**src/rtl/mboot_ctrl.sv**
```systemverilog
// Multiboot controller: debounced select/reboot keys drive the EG_LOGIC_MBOOT
// image address and a confirmed rebootn pulse. Define MBOOT_LED_EN for the RGB indicator.
module mboot_debounce #(
    parameter int CYC = 4
) (
    input  logic clk_i,
    input  logic rst_n_i,
    input  logic key_i,
    output logic level_o
);
    localparam int CW = $clog2(CYC + 1);
    localparam logic [CW-1:0] CNT_LAST = CW'(CYC - 1);

    logic [1:0]    sync_q;
    logic [CW-1:0] cnt_q;
    logic          level_q;

    always_ff @(posedge clk_i or negedge rst_n_i) begin
        if (!rst_n_i) begin
            sync_q  <= 2'b11;
            cnt_q   <= '0;
            level_q <= 1'b1;
        end else begin
            sync_q <= {sync_q[0], key_i};
            // Level flips only on the CYC-th consecutive differing sample.
            if (sync_q[1] == level_q) begin
                cnt_q <= '0;
            end else if (cnt_q == CNT_LAST) begin
                level_q <= sync_q[1];
                cnt_q   <= '0;
            end else begin
                cnt_q <= cnt_q + 1'b1;
            end
        end
    end

    assign level_o = level_q;
endmodule

module mboot_ctrl #(
    parameter int         DEBOUNCE_CYC = 240000,
    parameter int         HOLD_CYC     = 24000000,
    parameter int         PULSE_CYC    = 16,
    parameter int         NUM_IMAGES   = 4,
    parameter logic [7:0] BASE_ADDR    = 8'h00,
    parameter logic [7:0] ADDR_STRIDE  = 8'h0A
) (
    input  logic       CLK_IN,
    input  logic       RST_N,
    input  logic       key_sel,
    input  logic       key_boot,
    output logic [7:0] dynamic_addr,
    output logic       rebootn,
    output logic [2:0] RGB_LED
);
    localparam int HW = $clog2(HOLD_CYC + 1);
    localparam int PW = $clog2(PULSE_CYC + 1);
    localparam logic [HW-1:0] HOLD_LAST  = HW'(HOLD_CYC - 1);
    localparam logic [PW-1:0] PULSE_LAST = PW'(PULSE_CYC - 1);
    localparam logic [2:0]    IDX_LAST   = 3'(NUM_IMAGES - 1);

    typedef enum logic [1:0] {IDLE, CONFIRM, PULSE, DONE} state_t;

    state_t        state_q;
    logic [2:0]    idx_q;
    logic [HW-1:0] hold_q;
    logic [PW-1:0] pulse_q;
    logic          rebootn_q;
    logic [7:0]    addr_q;
    logic [7:0]    addr_d;
    logic          sel_lvl, boot_lvl, sel_prev_q, boot_prev_q;
    logic          sel_press, boot_press;

    mboot_debounce #(.CYC(DEBOUNCE_CYC)) u_db_sel (
        .clk_i(CLK_IN), .rst_n_i(RST_N), .key_i(key_sel), .level_o(sel_lvl)
    );
    mboot_debounce #(.CYC(DEBOUNCE_CYC)) u_db_boot (
        .clk_i(CLK_IN), .rst_n_i(RST_N), .key_i(key_boot), .level_o(boot_lvl)
    );

    assign sel_press  = sel_prev_q & ~sel_lvl;
    assign boot_press = boot_prev_q & ~boot_lvl;
    assign addr_d     = BASE_ADDR + {5'd0, idx_q} * ADDR_STRIDE;

    always_ff @(posedge CLK_IN or negedge RST_N) begin
        if (!RST_N) begin
            state_q     <= IDLE;
            idx_q       <= '0;
            hold_q      <= '0;
            pulse_q     <= '0;
            rebootn_q   <= 1'b1;
            addr_q      <= BASE_ADDR;
            sel_prev_q  <= 1'b1;
            boot_prev_q <= 1'b1;
        end else begin
            sel_prev_q  <= sel_lvl;
            boot_prev_q <= boot_lvl;
            addr_q      <= addr_d;
            case (state_q)
                IDLE: begin
                    // Boot press takes priority over a coincident select press.
                    if (boot_press) begin
                        state_q <= CONFIRM;
                        hold_q  <= '0;
                    end else if (sel_press) begin
                        idx_q <= (idx_q == IDX_LAST) ? 3'd0 : idx_q + 3'd1;
                    end
                end
                CONFIRM: begin
                    if (boot_lvl) begin
                        state_q <= IDLE;
                    end else if (hold_q == HOLD_LAST) begin
                        state_q   <= PULSE;
                        pulse_q   <= '0;
                        rebootn_q <= 1'b0;
                    end else begin
                        hold_q <= hold_q + 1'b1;
                    end
                end
                PULSE: begin
                    if (pulse_q == PULSE_LAST) begin
                        state_q   <= DONE;
                        rebootn_q <= 1'b1;
                    end else begin
                        pulse_q <= pulse_q + 1'b1;
                    end
                end
                default: ;  // DONE: wait for reconfiguration
            endcase
        end
    end

    assign dynamic_addr = addr_q;
    assign rebootn      = rebootn_q;

`ifdef MBOOT_LED_EN
    logic [2:0] led_q;
    always_ff @(posedge CLK_IN or negedge RST_N) begin
        if (!RST_N) led_q <= 3'b001;
        else        led_q <= (state_q == PULSE || state_q == DONE) ? 3'b111 : idx_q + 3'd1;
    end
    assign RGB_LED = led_q;
`else
    assign RGB_LED = 3'b000;
`endif
endmodule
```
**config.mk**
```make
export PLATFORM = sky130hd
export DESIGN_NAME = mboot_ctrl
export DESIGN_NICKNAME = d
export VERILOG_FILES = /design/src/rtl/mboot_ctrl.sv
export SDC_FILE = /design/constraint.sdc
export NUM_CORES = 1
export LEC_CHECK = 0
export BUFFER_PORTS_ARGS = -buffer_cell sky130_fd_sc_hd__buf_2
export CORE_UTILIZATION = 60
export DETAILED_ROUTE_END_ITERATION = 8
export PLACE_DENSITY = 0.87
export SETUP_SLACK_MARGIN = 0.02
export SLEW_MARGIN = 30
export SYNTH_ARGS = -nofsm -noshare
export SYNTH_HDL_FRONTEND = slang
export SYNTH_SLANG_ARGS = --single-unit
```
**constraint.sdc**
```tcl
create_clock -name CLK_IN -period 3.3 [get_ports CLK_IN]
set_clock_uncertainty 0.2 [all_clocks]
set_input_delay 0.66 -clock CLK_IN [delete_from_list [all_inputs] [get_ports CLK_IN]]
set_output_delay 0.66 -clock CLK_IN [all_outputs]
set_load 0.005 [all_outputs]
```
## Yosys cells after proc, flatten, opt, wreduce, memory -nomap -nowiden

Index checks and enable logic that the tools add are counted.

| cells by class | value |
|---|---|
| multiplexer cells | 22 |
| equality and inequality tests | 16 |
| reductions and logical operators | 11 |
| $add $sub $neg | 5 |
| bitwise logic cells | 7 |
| multiply operators | 1 |

Operators with widths:

| cell | count |
|---|---|
| $mux 25 | 3 |
| $mux 18 | 4 |
| $pmux 25 s2 | 1 |
| $add 18x1->18 const B | 2 |
| $eq 18x18->1 const B | 2 |
| $add 25x1->25 const B | 1 |
| $eq 25x25->1 const B | 1 |
| $reduce_and 4->1 | 4 |
| $mux 5 | 3 |
| $ne 2x2->1 const B | 6 |
| $pmux 5 s2 | 1 |
| $mux 2 | 4 |
| $mul 3x3->6 const B | 1 |
| $pmux 2 s3 | 1 |
| $add 5x1->5 const B | 1 |
| $eq 5x4->1 const B | 1 |
| $not 1->1 | 5 |
| $reduce_and 2->1 | 2 |
| $reduce_bool 2->1 | 2 |
| $add 3x1->3 const B | 1 |
| $eq 3x2->1 const B | 1 |
| $mux 1 | 3 |
| $mux 3 | 1 |
| $ne 3x2->1 const B | 1 |
| other kinds (8) | 10 |

| word-level totals | value |
|---|---|
| output and inout bits | 12 |
| flip-flop bits (word level) | 86 |
| input port bits | 4 |
| logic and storage cells | 76 |

## Logic depth before layout (Yosys ltp)

| depth | value |
|---|---|
| word-level depth | 4 |
| depth in mapped cells | 10 |
| gate-level depth less buffers | 8 |

## Modules after synthesis

A second synthesis with hierarchy kept.

| unflattened totals | value |
|---|---|
| cells, all modules | 505 |
| area total of the unflattened synthesis | 4968.5 um^2 |

Modules (own cells, without submodules):

| module | seq. area each (um^2) | times used | cells each | area an instance (um^2) |
|---|---|---|---|---|
| mboot_ctrl | 1104.8 | 1 | 307 | 2859.0 |
| mboot_debounce | 529.3 | 2 | 99 | 1054.8 |

## Worst setup path after synthesis

No wires, ideal clock.

| timing | value |
|---|---|
| path type | register -> register |
| start point | register pulse_q[0] |
| end point | register pulse_q[2] |
| stages on the path, launching flop included | 10 |
| setup time | 87 ps |
| slack | 1023 ps |
| arrival | 1990 ps |
| data required time | 3013 ps |
| path through | dfrtp_1 -> ha_1 -> and3_1 -> ha_1 -> clkbuf_1 -> nand2b_1 -> or3b_2 -> a21oi_1 -> a31oi_1 -> o211ai_1 |

| between the ends | value |
|---|---|
| longest elaborated chain between the ends | 3 |
| elaborated cells on any way between the ends | 6 |

RTL lines:

| element | line | RTL |
|---|---|---|
| start, declared | 67 | `logic [PW-1:0] pulse_q;` |
| start signal, assigned | 125 | `pulse_q <= pulse_q + 1'b1;` |
| $add 5x1->5 / $eq 5x4->1 (equally long branches) | 125, 121 |  |
| $mux 5 / $ne 2x2->1 (equally long branches) | - |  |
| $pmux 5 s2 / $reduce_and 4->1 (equally long branches) | - |  |

Several ways; a longest one is shown, not always the timed one. The select of a mux whose other input is x is not followed.
A chain may end at the register's enable or synchronous reset.

## Worst setup path in the final report

| timing | value |
|---|---|
| start point | register hold_q[16] |
| end point | register hold_q[7] |

| between the ends | value |
|---|---|
| longest elaborated chain between the ends | 3 |

RTL lines:

| element | line | RTL |
|---|---|---|
| start, declared | 66 | `logic [HW-1:0] hold_q;` |
| start signal, assigned | 117 | `hold_q <= hold_q + 1'b1;` |
| $eq 25x25->1 | 112 | `end else if (hold_q == HOLD_LAST) begin` |
| $ne 2x2->1 (no line) | - |  |
| $reduce_and 4->1 (no line) | - |  |

No other way between the ends.

==> flow_metrics.py <==
metrics = {
    "synth": {
        "async_reset_ff_share_pct": 100,
        "yosysWarnings": 0,
        "yosys.cell_types.count": 58,
        "yosysTopAreaCellShare_pct": 41.7,
        "ys_top_cells_by_count": "77 x dfrtp_1, 71 x nor2_1, 43 x nand2_1, 21 x nand3_1, 18 x xor2_1",
        "synth.avg_cell_area_um2": 9.56,
        "yosys-top-cells-area": "dfrtp_1 42%, nor2_1 5.8%, dfstp_2 5.1%",
        "syn_area_um2": 4620,
        "synth_largest_area_cell": "dfrtp_1",
        "synth-edff-count": 0,
        "ys.flop_type": "dfrtp_1",
        "ys_seq_elements": 86,
        "yosysMostFrequentCell": "dfrtp_1",
        "ys_seq_area_share_pct": 46.8,
        "synth_cells": 483,
    },
    "worst_setup_path": {
        "path_cells": "or3_4 -> nor4_4 -> a21oi_1 -> a41oi_1 -> a311oi_1",
        "arrival_ps": 2570,
        "required_ps": 3290,
        "path_delay_family": "simple AND/OR/NAND/NOR gates",
        "crit_type": "register to register",
        "slowest_delay_ps": 660,
        "cp_slowest_cell": "nor4_4",
        "path_max_fanout": 11,
        "path_buf_inv": 0,
        "start_kind": "register",
        "endpoint_kind": "register",
    },
    "sta": {
        "setup_violations": 0,
        "rsz0062_at_grt": "no",
        "drv_slew": 0,
        "max_freq_ghz": 0.387,
        "tightest_slew_ps": 852,
        "hold_violations": 0,
        "post-route-period-util_pct": 78.3,
        "slew_headroom_pct": 43.0,
        "tns_ps": 0,
        "min_period_ps": 2580,
    },
    "grt": {
        "grt_pass1_vias": 3385,
        "grt_first_pass_wirelength_um": 15600,
        "antenna_found_initial": 0,
        "grt_overflow": 0,
        "grt_usage_pct": 23.7,
        "grt_max_degree": 87,
    },
    "route": {
        "wl_per_cell_um": 15.2,
        "routed.top_layer": "met4",
        "wl_met3_um": 426,
        "wl_met2_um": 4390,
        "wl_um": 8920,
        "wl_met1_um": 3980,
        "final_antenna_net_count": 0,
        "route.vias.total": 3571,
        "dr.pass1.iters": 6,
        "avgViaCountPerCell": 6.09,
        "drtIter0Drc": 270,
        "route.detailed.drc": 0,
    },
    "placement": {
        "gp_congestion": 0.841,
        "hpwlAfterDp_um": 5840,
        "dp.cells": 570,
        "port_buffers": 10,
    },
    "floorplanning": {
        "fp.dieH_um": 89.7,
        "ioPinCount": 16,
        "core_area_um2": 7330,
        "rows": 31,
        "die_w_um": 89.7,
        "dieArea_um2": 8050,
        "initial_core_util_pct": 63.0,
    },
    "hold_path": {
        "hold_class": "input pin to async pin",
    },
    "power_and_ir_drop": {
        "power_density_nw_per_um2": 382,
        "p_leak_nw": 2.13,
        "ir_drop_mv": 0.312,
    },
    "flow_run": {
        "max_cap_violations": 0,
    },
    "cells_and_area": {
        "syn_to_final_growth_pct": 5.69,
        "fin_cells": 586,
        "antenna_cells": 0,
        "num-nets-final": 500,
        "drive_above_1_share_pct": 10.9,
    },
    "clock_tree": {
        "clock_path_buffers": 2,
        "post_cts_buffers": 0,
        "clock-sinks": 86,
        "cts_tree": "built",
        "path_clk_slew_ps": 90,
        "post_cts_resized": 0,
        "cts_made_buffers": 9,
        "cts_hold_buffers": 0,
        "cts-root-buf": "clkbuf_8",
        "clk_latency_ps": 360,
        "h-tree-depth": 3,
    },
    "status": {
        "status": "finished, final reports clean",
    },
}
==> path summary, 6_finish.rpt <==
kind	startpoint	to	slack, ps	depth (start not counted)
setup / recovery	hold_q[16]	hold_q[7]	720	5
hold reg to reg	u_db_sel.sync_q[0]	u_db_sel.sync_q[1]	160	0
min in group CLK_IN	u_db_sel.sync_q[0]	u_db_sel.sync_q[1]	160	0
max in group asynchronous	RST_N	hold_q[0]	2230	1
hold / removal	RST_N	hold_q[3]	130	1
setup reg to reg	hold_q[16]	hold_q[7]	720	5
==> sequential cells by signal (all words and copies together) (netlist names), 2 cells and up <==
| name | flops |
|---|---|
| dynamic_addr | 6 |
| hold_q | 25 |
| idx_q | 3 |
| pulse_q | 5 |
| state_q | 2 |
| u_db_boot.cnt_q | 18 |
| u_db_boot.sync_q | 2 |
| u_db_sel.cnt_q | 18 |
| u_db_sel.sync_q | 2 |
==> cell families after synthesis <==
logic type | synth area share (%)
AO/OA/AOI/OAI | 10.5
XOR/XNOR | 6.45
adder cells (fa/ha/maj) | 3.79
buffers and inverters | 4.39
flip-flops | 46.8
multiplexers | 3.12
other | 0.0812
AND/OR/NAND/NOR | 24.8
==> layout make-up <==
type | count | area, um2
fillers | 559 | 2450
multi-input cells | 358 | 2270
flip-flops and latches | 86 | 2160
clock buffers | 10 | 128
well taps | 99 | 124
clock inverters | 6 | 71.3
repair buffers | 12 | 71.3
inverters | 15 | 56.3
==> power by group <==
part / leakage, nW / switching [mW] / total (mW) / internal (mW)
logic: 0.876 / 0.0345 / 0.0442 / 0.00975
clock network: 0.0935 / 0.393 / 0.750 / 0.357
registers: 1.16 / 0.00596 / 1.07 / 1.06
==> metal layers <==
layer,vias to the layer above,GRT usage (%)
met5,-,0
met4,0,9.02
met3,13,4.40
met2,107,38.7
met1,1752,31.4
li1,1699,-
==> placed cells by master, fill, tap and decap left out, types with 3 or more instances in the layout <==
cell      instances
ha_1             14
a21oi_1          17
a31oi_1           6
dfrtp_1          77
nor4_1            4
clkbuf_8          9
mux2i_1          11
buf_2             9
nand2_1          43
or2_2             4
inv_1            15
and3_1           11
nand2b_1          4
and4_1            7
dfstp_2           9
xor2_1           18
o21ai_0          16
a221o_1           8
and2_1            5
a211o_1           3
xnor2_1          16
mux2_2            3
nand4_1          17
conb_1            5
o211ai_1          3
nor3_1           14
nand3_1          21
nor2_1           71
==> per-stage QoR <==
stage               worst slack (ps)  instance area [um2]  hold slack (ps)  utilization [%]  power, mW
floorplan                       1020                 4630              145                -       1.11
global placement                 843                 4680              146             63.8       1.13
detailed placement               770                 4680              147             63.9       1.14
CTS                              764                 4880              153             66.6       1.88
global route                     568                 4880              164             66.6       1.93
finish                           717                 4880              125             66.6       1.86
Power figures use the tool's default switching activity.
